$ cat config.mk
export PLATFORM = sky130hd
export DESIGN_NAME = jh_adc_bus_arbiter
export DESIGN_NICKNAME = d
export VERILOG_FILES = /design/src/rtl/jh_adc_bus_arbiter.sv
export SDC_FILE = /design/constraint.sdc
export NUM_CORES = 1
export LEC_CHECK = 0
export CAP_MARGIN = 25
export CORE_MARGIN = 4
export CORE_UTILIZATION = 21
export DETAILED_ROUTE_END_ITERATION = 6
export PLACE_DENSITY = 0.93
export SKIP_CTS_REPAIR_TIMING = 1
export SYNTH_ARGS = -nofsm -noshare
export SYNTH_HDL_FRONTEND = slang
export SYNTH_SLANG_ARGS = --single-unit
$ cat constraint.sdc
create_clock -name clock -period 2 [get_ports clock]
set_input_delay 0.4 -clock clock [delete_from_list [all_inputs] [get_ports clock]]
set_output_delay 0.4 -clock clock [all_outputs]
set_load 0.05 [all_outputs]
$ cat src/rtl/jh_adc_bus_arbiter.sv
// Two-requester round-robin arbiter sharing one Avalon-style ADC bus.
// Optional stall watchdog that aborts a hung owner: define JH_ARB_TIMEOUT_EN.
module jh_adc_bus_arbiter #(
    parameter int TIMEOUT_CYCLES = 1024,
    parameter int TO_W           = 11
) (
    input  logic        clock,
    input  logic        reset,
    input  logic [15:0] m0_addr,
    input  logic [3:0]  m0_byte_enable,
    input  logic        m0_read,
    input  logic        m0_write,
    input  logic [15:0] m0_write_data,
    output logic        m0_ack,
    output logic [15:0] m0_read_data,
    input  logic [15:0] m1_addr,
    input  logic [3:0]  m1_byte_enable,
    input  logic        m1_read,
    input  logic        m1_write,
    input  logic [15:0] m1_write_data,
    output logic        m1_ack,
    output logic [15:0] m1_read_data,
    output logic [15:0] s_addr,
    output logic [3:0]  s_byte_enable,
    output logic        s_read,
    output logic        s_write,
    output logic [15:0] s_write_data,
    input  logic        s_ack,
    input  logic [15:0] s_read_data,
    output logic [1:0]  grant,
    output logic        timeout_err
);

    // state | meaning
    // IDLE  | bus parked, all s_* driven low, arbitration happens here
    // OWN0  | m0 owns the bus until it drops its request (or is aborted)
    // OWN1  | m1 owns the bus until it drops its request (or is aborted)
    typedef enum logic [1:0] {
        IDLE = 2'b00,
        OWN0 = 2'b01,
        OWN1 = 2'b10
    } state_t;

    state_t state;
    logic   last_grant;
    logic   req0;
    logic   req1;
    logic   own_req;
    logic   abort;

    if (2**TO_W <= TIMEOUT_CYCLES) begin : g_bad_to_w
        $error("TO_W is too narrow to hold TIMEOUT_CYCLES");
    end

    assign req0    = m0_read | m0_write;
    assign req1    = m1_read | m1_write;
    assign own_req = (state == OWN0) ? req0 : req1;
    assign grant   = state;

`ifdef JH_ARB_TIMEOUT_EN
    logic [TO_W-1:0] to_cnt;

    assign abort = (state != IDLE) && (to_cnt == TO_W'(TIMEOUT_CYCLES));

    always_ff @(posedge clock) begin
        if (reset || state == IDLE || abort || !own_req || s_ack) begin
            to_cnt <= '0;
        end else begin
            to_cnt <= to_cnt + 1'b1;
        end
    end
`else
    assign abort = 1'b0;
`endif

    // last_grant = 1 means m1 was served last, so m0 wins the next tie.
    // After an abort the aborted owner is last_grant, so the other side wins.
    always_ff @(posedge clock) begin
        if (reset) begin
            state      <= IDLE;
            last_grant <= 1'b1;
        end else begin
            case (state)
                IDLE: begin
                    if (req0 && (!req1 || last_grant)) begin
                        state      <= OWN0;
                        last_grant <= 1'b0;
                    end else if (req1) begin
                        state      <= OWN1;
                        last_grant <= 1'b1;
                    end
                end
                OWN0:    if (!req0 || abort) state <= IDLE;
                OWN1:    if (!req1 || abort) state <= IDLE;
                default: state <= IDLE;
            endcase
        end
    end

    // Outputs are gated by reset so an ack landing in the reset cycle is dropped.
    always_comb begin
        s_addr        = '0;
        s_byte_enable = '0;
        s_read        = 1'b0;
        s_write       = 1'b0;
        s_write_data  = '0;
        m0_ack        = 1'b0;
        m0_read_data  = '0;
        m1_ack        = 1'b0;
        m1_read_data  = '0;
        timeout_err   = 1'b0;
        if (!reset) begin
            timeout_err = abort;
            case (state)
                OWN0: begin
                    s_addr        = m0_addr;
                    s_byte_enable = m0_byte_enable;
                    s_read        = m0_read;
                    s_write       = m0_write;
                    s_write_data  = m0_write_data;
                    m0_ack        = s_ack | abort;
                    m0_read_data  = abort ? 16'h0000 : s_read_data;
                end
                OWN1: begin
                    s_addr        = m1_addr;
                    s_byte_enable = m1_byte_enable;
                    s_read        = m1_read;
                    s_write       = m1_write;
                    s_write_data  = m1_write_data;
                    m1_ack        = s_ack | abort;
                    m1_read_data  = abort ? 16'h0000 : s_read_data;
                end
                default: ;
            endcase
        end
    end

endmodule
==> results.toml, run 1 <==
[drt]
route.antenna.remaining_nets = 0
drt_drc_violations_left = 0
wl_um = 9560
routed_via_density = 5.525
drtIter0Drc = 117
drt_pass1_iterations = 4
route.vias.total = 2072
wire_per_inst_um = 25.49

[setup_path]
critPathCaptureType = "output pin"
critical_path_required_ns = 1.60
crit_path_max_fanout = 21
critical_path.reg2reg.endpoint = "grant[0]"
worstPathArrival_ns = 1.65
path_class = "flip-flop to output pin"
cp-start-kind = "flip-flop"
rr_worst_depth = 6
regToRegSetupSlack_ns = 0.36
timing.critical_path.from = "grant[0]"
reg2reg_start = "grant[0]"
endpoint = "s_byte_enable[1]"

[timing]
worstMarginPinSlew_ns = 0.5454
setup_viol = 37
finalCriticalPeriod_ns = 2.055
finClkSkew_ns = 0.001581
finalHoldViolCount = 0
slew_violations = 0
slew_headroom_pct = 63.26
fin_crit_sh_pct = 102.7
final.setup.tns_ns = -0.6697
rsz0062_at_grt = "true"
fmax_mhz = 486.7
setup_slack_ns = -0.05475

[logic_synthesis]
synth_most_common_cell = "sky130_fd_sc_hd__nor2_1"
synth_area_leader = "sky130_fd_sc_hd__a22oi_1"
synth-edff-count = 0
postSynthCellCount = 153
synth.top_cell.area_share_pct = 30.00
register_bit_total_from_synthesis = 3
synthesis.area_sq_um = 950.9
yosys.cell_types.count = 23
synthesis.nets = 251
ys_async_sr_fraction_pct = 0
ys_warn_count = 0
yosys-top-cells-count = "sky130_fd_sc_hd__nor2_1, sky130_fd_sc_hd__a22oi_1, sky130_fd_sc_hd__and2_1"
synth_area_per_cell_sq_um = 6.215
seq_area_frac_synth_pct = 6.316
netlist_top_cells_area = "sky130_fd_sc_hd__a22oi_1, sky130_fd_sc_hd__and2_1, sky130_fd_sc_hd__nor2_1"
synthFlopType = "sky130_fd_sc_hd__dfxtp_1"

[global_route]
grt_pass1_vias = 2020
initial_antenna_violation_count = 0
grt_use_total_pct = 25.45
first_pass_grt_wire_length_um = 10670
grt_start_max_net_pins = 22
grt-ovfl-total = 0

[pwr]
seq_power_share_pct = 3.3
comb_power_share_pct = 91.7
power.ir.vdd_worst_mv = 0.7919
switching_fraction_of_total_power_pct = 54.80
switchingPower_mw = 2.108
clkPwrFrac_pct = 5.1
power_density_nw_per_um2 = 960.5
static-leakage-power_nw = 1.428
internal_pwr_total_mw = 1.739

[run]
count_of_max_cap_constraint_violations = 0

[layout]
finalInstanceArea_sq_um = 4005
non_filler_cells_in_the_finished_layout = 375
nets_finish = 422
finalCoreUtilization_pct = 91.98
layout-drive-gt1-share_pct = 53.56
fillCellCount = 135
antennaDiodeCount = 0
area_growth_pct = 321.2

[min_path]
hold_start = "last_grant"
class_of_the_worst_hold_path = "flip-flop to flip-flop"

[clock_tree]
clock_latency_ns = 0.23
ctsRootBufferMaster = "sky130_fd_sc_hd__clkbuf_8"
tritoncts_clock_tree = "done"
cts_buffer_count = 3
clock_transition_at_the_register_clock_pins_on_the_worst_setup_and_hold_paths_after_cts_ns = 0.04
cts_buffer_depth = 2
clock_sinks = 3
htree_levels = 1

[placement]
place_congestion = 0.8214
io_buffers = 168
post-place-cells = 369
dp_hpwl_um = 6722
placed_area_sq_um = 3739

[floorplan]
floorplan.die.width_um = 75.29
die_h_um = 75.29
io_pins = 170
initial_core_util_pct = 21.84
core_area_sq_um = 4354
placementRows = 24
die_area_sq_um = 5669

[run_status]
run_status = "finished with violations"
failing_checks = "setup timing"
logic make-up (layout without fill, tap and decap cells):
group,after synthesis,count (layout),share of synthesized area (%)
AND/OR/NAND/NOR,80,80,42.10
AO/OA/AOI/OAI,48,48,38.55
buffers and inverters,18,188,8.683
adder cells (fa/ha/maj),3,3,3.948
flip-flops,3,3,6.316
other,1,1,0.3944
layout by cell type (no fill, tap or decap), types with 2 or more instances in the layout:
master / n
sky130_fd_sc_hd__a22oi_1: 20
sky130_fd_sc_hd__and2_1: 15
sky130_fd_sc_hd__inv_1: 3
sky130_fd_sc_hd__o21ai_0: 3
sky130_fd_sc_hd__buf_4: 4
sky130_fd_sc_hd__clkbuf_8: 3
sky130_fd_sc_hd__a22oi_2: 18
sky130_fd_sc_hd__nor2b_2: 2
sky130_fd_sc_hd__buf_6: 5
sky130_fd_sc_hd__clkdlybuf4s50_1: 94
sky130_fd_sc_hd__nor2_4: 38
sky130_fd_sc_hd__a21o_1: 2
sky130_fd_sc_hd__and2_4: 8
sky130_fd_sc_hd__dfxtp_4: 2
sky130_fd_sc_hd__ha_2: 2
sky130_fd_sc_hd__and2_2: 11
sky130_fd_sc_hd__buf_12: 75
final cells by class:
class / count / area [sq um] / area share (%)
multi-input cells: 132 / 1235 / 30.83
well taps: 52 / 65.06 / 1.624
clock buffers: 4 / 45.04 / 1.125
inverters: 3 / 11.26 / 0.2812
repair buffers: 181 / 2581 / 64.45
flip-flops and latches: 3 / 67.56 / 1.687
worst min path at each step:
stage / to / cells after the start
2_1_floorplan: grant[1] / 1
3_3_place_gp: last_grant / 2
3_5_place_dp: last_grant / 2
4_1_cts: last_grant / 2
5_1_grt: grant[0] / 2
6_report: last_grant / 2
metal layers:
layer,global-route usage (%),vias up,routed length [um]
met3,4.881,30,668
met2,53.60,130,5422
li1,-,879,-
met4,13.20,0,401
met5,0,-,0
met1,21.74,1033,3067
power groups by stage:
stage	registers, mW	clock network, mW	logic [mW]
floorplan	0.177	0	1.71
global placement	0.119	0	3.06
detailed placement	0.122	0	3.15
CTS	0.122	0.198	3.16
global route	0.130	0.203	3.64
finish	0.125	0.196	3.53
worst max-delay path: stages (launching register included):
cell and delay, ns:
sky130_fd_sc_hd__dfxtp_4 0.36, sky130_fd_sc_hd__inv_1 0.07, sky130_fd_sc_hd__ha_2 0.22, sky130_fd_sc_hd__buf_8 0.18, sky130_fd_sc_hd__a22oi_1 0.37, sky130_fd_sc_hd__nor2_4 0.06
sky130_fd_sc_hd__buf_12 0.16
sequential cells by signal, summed over array words and instances (netlist names):
signal      count
last_grant      1
grant           2
through the flow:
step	hold slack, ns	total power, mW	worst slack (ns)
after floorplan	0.4624	1.892	0.008931
after global placement	0.5050	3.180	-0.01491
after detailed placement	0.5294	3.268	-0.1132
after CTS	0.5326	3.475	-0.1151
after global routing	0.5590	3.972	-0.09610
final	0.5436	3.847	-0.05475
(Power assumes the default switching activity.)
==> run 2, diff against run 1 <==
--- a/config.mk
+++ b/config.mk
@@ -6,8 +6,9 @@
 export NUM_CORES = 1
 export LEC_CHECK = 0
 export CAP_MARGIN = 25
-export CORE_MARGIN = 4
+export CORE_MARGIN = 3
 export CORE_UTILIZATION = 21
+export CTS_BUF_LIST = sky130_fd_sc_hd__clkbuf_8
 export DETAILED_ROUTE_END_ITERATION = 6
 export PLACE_DENSITY = 0.93
 export SKIP_CTS_REPAIR_TIMING = 1
==> constraint.sdc (replaced) <==
create_clock -name clock -period 2 [get_ports clock]
set_input_delay 0.4 -clock clock [delete_from_list [all_inputs] [get_ports clock]]
set_output_delay 0.4 -clock clock [all_outputs]
set_load 0.02 [all_outputs]
==> run 2 against run 1 <==
  * The flow now finishes without violations
  * Non-clock buffer count grew 8
  * First-iteration DRC count fell by 15%
  * Clock skew fell by 0.0011 ns
  * Die area shrank 5.2%
  * Sequential cell count unchanged
  * Fmax is 5.9% higher
  * Sequential share of layout area increased by 0.70 points
  * Design area down 34%
  * Clock power down 15%
  * Combinational power is 45% lower
  * Critical path depth increased by 1
  * Register-to-register slack improved by 0.13 ns
==> results.toml, run 2 (same netlist as run 1, synthesis figures left out) <==
[timing]
setup_viol = 0
fin_crit_sh_pct = 97.06
slew_violations = 0
rsz0062_at_grt = "true"
finalCriticalPeriod_ns = 1.941
finalHoldViolCount = 0
fmax_mhz = 515.2
finClkSkew_ns = 0.0004600

[floorplan]
placementRows = 23
core_area_sq_um = 4173
die_area_sq_um = 5371
floorplan.die.width_um = 73.29
io_pins = 170
initial_core_util_pct = 22.79
die_h_um = 73.29

[clock_tree]
clock_transition_at_the_register_clock_pins_on_the_worst_setup_and_hold_paths_after_cts_ns = 0.03
cts_buffer_count = 3
clock_latency_ns = 0.21
ctsRootBufferMaster = "sky130_fd_sc_hd__clkbuf_8"
tritoncts_clock_tree = "done"
htree_levels = 1
cts_buffer_depth = 2
clock_sinks = 3

[layout]
antennaDiodeCount = 0
mostFrequentLayoutCell = "sky130_fd_sc_hd__clkdlybuf4s50_1"
nets_finish = 430
area_growth_pct = 176.2
most-common-layout-cells = "sky130_fd_sc_hd__clkdlybuf4s50_1, sky130_fd_sc_hd__clkbuf_2, sky130_fd_sc_hd__nor2_1, sky130_fd_sc_hd__and2_1, sky130_fd_sc_hd__a22oi_1"
layout-drive-gt1-share_pct = 31.72
finalCoreUtilization_pct = 62.94
largest_register_ffs = 2
fillCellCount = 400

[drt]
drt_pass1_iterations = 4
wl_um = 6797
drtIter0Drc = 100
routed_via_density = 4.745
route.vias.total = 1808
drt_drc_violations_left = 0
wire_per_inst_um = 17.84
route.antenna.remaining_nets = 0

[setup_path]
path_class = "flip-flop to output pin"
crit_path_max_fanout = 10
cp-start-kind = "flip-flop"
critical_path_required_ns = 1.60
worstPathArrival_ns = 1.54
critPathCaptureType = "output pin"

[pwr]
static-leakage-power_nw = 1.254
power.ir.vdd_worst_mv = 0.8052
power_density_nw_per_um2 = 844.3
total_power_mw = 2.217

[placement]
io_buffers = 168
dp_hpwl_um = 5440
place_congestion = 0.9028

[run]
count_of_max_cap_constraint_violations = 0

[global_route]
grt_pass1_vias = 1755
initial_antenna_violation_count = 0
grt-ovfl-total = 0
grt_use_total_pct = 21.41
grt_start_max_net_pins = 39
first_pass_grt_wire_length_um = 9045

[min_path]
class_of_the_worst_hold_path = "flip-flop to flip-flop"

[run_status]
run_status = "finished, final reports clean"
[run 2: worst max-delay path: stages, from the launching register on]
cell and delay (ns):
sky130_fd_sc_hd__dfxtp_2 0.33, sky130_fd_sc_hd__inv_1 0.07, sky130_fd_sc_hd__ha_2 0.22, sky130_fd_sc_hd__buf_12 0.15, sky130_fd_sc_hd__buf_4 0.13, sky130_fd_sc_hd__a22oi_1 0.20, sky130_fd_sc_hd__nor2_1 0.06, sky130_fd_sc_hd__clkbuf_2 0.16
[run 2: final cells by class]
cell class,count,area [sq um],area share (%)
flip-flops and latches,3,62.56,2.382
clock inverters,1,3.754,0.1429
well taps,50,62.56,2.382
repair buffers,189,1599,60.89
inverters,3,11.26,0.4288
multi-input cells,132,845.8,32.21
clock buffers,3,41.29,1.572
[run 2: routing by layer]
metal	vias to the layer above	wire length [um]	GRT usage (%)
met3	4	462	3.967
li1	889	-	-
met5	-	0	0
met1	834	2529	23.34
met4	0	44	2.414
met2	81	3761	43.20
[run 2: where the power goes]
part / switching (mW) / leakage, nW / internal, mW
registers: 0.0195 / 0.0256 / 0.0904
logic: 1.02 / 1.20 / 0.920
clock network: 0.0365 / 0.0269 / 0.130
[run 2: final timing paths]
path | depth (start not counted) | start | slack [ns] | endpoint
worst max-delay path | 7 | grant[0] | 0.06 | s_write_data[8]
worst min-delay path | 2 | last_grant | 0.53 | last_grant
worst max register to register | 6 | grant[0] | 0.49 | grant[1]
worst min register to register | 2 | last_grant | 0.53 | last_grant
[run 2: through the flow]
stage | instance area [sq um] | setup slack (ns) | hold WS (ns) | instances | TNS (ns)
2_1_floorplan | 950.9 | 0.08196 | 0.4721 | 153 | 0
3_3_place_gp | 2824 | -0.3886 | 0.5057 | 376 | -24.04
3_5_place_dp | 2824 | -0.4289 | 0.5310 | 376 | -26.13
4_1_cts | 2869 | -0.4530 | 0.5382 | 380 | -28.04
5_1_grt | 2626 | -0.02553 | 0.5741 | 381 | -0.06900
6_report | 2626 | 0.05885 | 0.5297 | 381 | 0
==> run 3, diff against run 2 <==
--- a/config.mk
+++ b/config.mk
@@ -5,11 +5,11 @@
 export SDC_FILE = /design/constraint.sdc
 export NUM_CORES = 1
 export LEC_CHECK = 0
-export CAP_MARGIN = 25
 export CORE_MARGIN = 3
 export CORE_UTILIZATION = 21
-export CTS_BUF_LIST = sky130_fd_sc_hd__clkbuf_8
+export CTS_BUF_LIST = sky130_fd_sc_hd__clkbuf_4 sky130_fd_sc_hd__clkbuf_8
 export DETAILED_ROUTE_END_ITERATION = 6
+export GPL_TIMING_DRIVEN = 1
 export PLACE_DENSITY = 0.93
 export SKIP_CTS_REPAIR_TIMING = 1
 export SYNTH_ARGS = -nofsm -noshare
==> run 3 against run 2 <==
  * Register-to-register slack about the same
  * Wire length hardly changed
  * Fmax rose by 0.18%
  * Total power increased by 0.49%
  * Design area is essentially flat
  * Sequential cell count stayed put
  * Sequential power hardly changed
  * Clock skew about the same
  * Non-clock buffer count stayed put
  * Via count grew 0.83%
  * Highest routed layer unchanged
  * Hold slack improved by 0.0012 ns
  * Combinational power is essentially flat
==> results.toml, run 3 (same netlist as run 1, synthesis figures left out) <==
[run_status]
run_status = "finished, final reports clean"

[placement]
dp_hpwl_um = 5440
pre_cts_slack_ns = -0.4289
io_buffers = 168
place_congestion = 0.9028
post-place-cells = 376

[run]
count_of_max_cap_constraint_violations = 0

[global_route]
first_pass_grt_wire_length_um = 9045
grt-ovfl-total = 0
grt_start_max_net_pins = 39
grt_pass1_vias = 1755
initial_antenna_violation_count = 0
grt_use_total_pct = 21.41

[layout]
area_growth_pct = 176.1
non_filler_cells_in_the_finished_layout = 381
nets_finish = 430
largest_register_ffs = 2
antennaDiodeCount = 0
most-common-layout-cells = "sky130_fd_sc_hd__clkdlybuf4s50_1, sky130_fd_sc_hd__clkbuf_2, sky130_fd_sc_hd__nor2_1, sky130_fd_sc_hd__a22oi_1, sky130_fd_sc_hd__and2_1"
fillCellCount = 402
mostFrequentLayoutCell = "sky130_fd_sc_hd__clkdlybuf4s50_1"
layout-drive-gt1-share_pct = 31.72

[clock_tree]
ctsRootBufferMaster = "sky130_fd_sc_hd__clkbuf_8"
clock_sinks = 3
htree_levels = 1
cts_buffer_count = 3
clock_transition_at_the_register_clock_pins_on_the_worst_setup_and_hold_paths_after_cts_ns = 0.03
tritoncts_clock_tree = "done"
clock_latency_ns = 0.21
cts_buffer_depth = 2

[setup_path]
worstPathCellList = "inv_1 > ha_2 > buf_12 > buf_4 > a22oi_1 > nor2_1 > clkbuf_2"
critical_path_required_ns = 1.60
timing.critical_path.from = "grant[0]"
critPathCaptureType = "output pin"
timing.critical_path.depth = 7
reg2reg_start = "grant[0]"
endpoint = "s_write_data[8]"
worst_path_max_delay_cell = "sky130_fd_sc_hd__dfxtp_2"
cp-start-kind = "flip-flop"
worst_path_largest_cell_delay_ns = 0.33
crit_path_max_fanout = 10
regToRegSetupSlack_ns = 0.50
critPathTopFamily = "buffers and inverters"
worst-path-buf-inv = 4
rr_worst_depth = 6
path_class = "flip-flop to output pin"
critical_path.reg2reg.endpoint = "grant[1]"
worstPathArrival_ns = 1.54

[drt]
wl_um = 6800
wire_per_inst_um = 17.85
route.vias.total = 1823
route.antenna.remaining_nets = 0
drt_drc_violations_left = 0
drt_pass1_iterations = 4
drtIter0Drc = 102
routed_via_density = 4.785

[timing]
rsz0062_at_grt = "true"
slew_violations = 0
fin_worst_hold_slack_ns = 0.5309
finClkSkew_ns = 0.0001236
fmax_mhz = 516.1
setup_slack_ns = 0.06233
final.setup.tns_ns = 0
fin_crit_sh_pct = 96.88
finalHoldViolCount = 0
finalCriticalPeriod_ns = 1.938
setup_viol = 0

[pwr]
comb_power_share_pct = 86.7
clkPwrFrac_pct = 8.3
static-leakage-power_nw = 1.253
switching_fraction_of_total_power_pct = 48.09
internal_pwr_total_mw = 1.157
switchingPower_mw = 1.072
power.ir.vdd_worst_mv = 0.8021
total_power_mw = 2.228
seq_power_share_pct = 4.9
power_density_nw_per_um2 = 848.8

[floorplan]
initial_core_util_pct = 22.79
placementRows = 23
core_area_sq_um = 4173
die_area_sq_um = 5371
floorplan.die.width_um = 73.29
io_pins = 170
die_h_um = 73.29

[min_path]
class_of_the_worst_hold_path = "flip-flop to flip-flop"
## run 3: cell types whose count changed in the layout (fill, tap and decap cells not counted), sizes merged
cell    before  now
clkbuf      67   68
inv          4    3
## run 3: layer usage
layer / global-route usage (%) / vias up / routed length [um]
li1: - / 890 / -
met1: 23.34 / 841 / 2520
met2: 43.20 / 86 / 3741
met3: 3.967 / 6 / 477
met4: 2.414 / 0 / 61
met5: 0 / - / 0
## run 3: layout make-up
| type | instances | area (sq um) | area share (%) |
|---|---|---|---|
| timing repair buffer | 189 | 1599 | 60.91 |
| clock buffer | 4 | 48.80 | 1.859 |
| sequential | 3 | 62.56 | 2.383 |
| tap | 50 | 62.56 | 2.383 |
| multi-input combinational | 132 | 840.8 | 32.03 |
| inverter | 3 | 11.26 | 0.4290 |
## run 3: worst min path at each step
stage / startpoint / end / slack [ns] / cells after the start
2_1_floorplan: reset / grant[1] / 0.47 / 1
5_1_grt: last_grant / last_grant / 0.57 / 2
3_3_place_gp: last_grant / last_grant / 0.51 / 2
4_1_cts: last_grant / last_grant / 0.54 / 2
3_5_place_dp: last_grant / last_grant / 0.53 / 2
6_report: last_grant / last_grant / 0.53 / 2
## run 3: tightest hold or removal path, delay by kind of cell, from the launching register on
family	cells	cell delay (ns)
DFF	1	0.32
AOI/OAI and AO/OA	2	0.18
## run 3: power groups by stage
stage	logic, mW	clock network [mW]	registers [mW]
2_1_floorplan	0.964	0	0.126
3_3_place_gp	1.91	0	0.103
3_5_place_dp	1.94	0	0.106
4_1_cts	1.95	0.190	0.105
5_1_grt	2.06	0.203	0.115
6_report	1.93	0.185	0.110
## run 3: through the flow
stage               utilization [%]  area, sq um
floorplan                         -        950.9
global placement              67.68         2824
global route                  62.91         2625
detailed placement            67.68         2824
finish                        62.91         2625
CTS                           68.85         2873
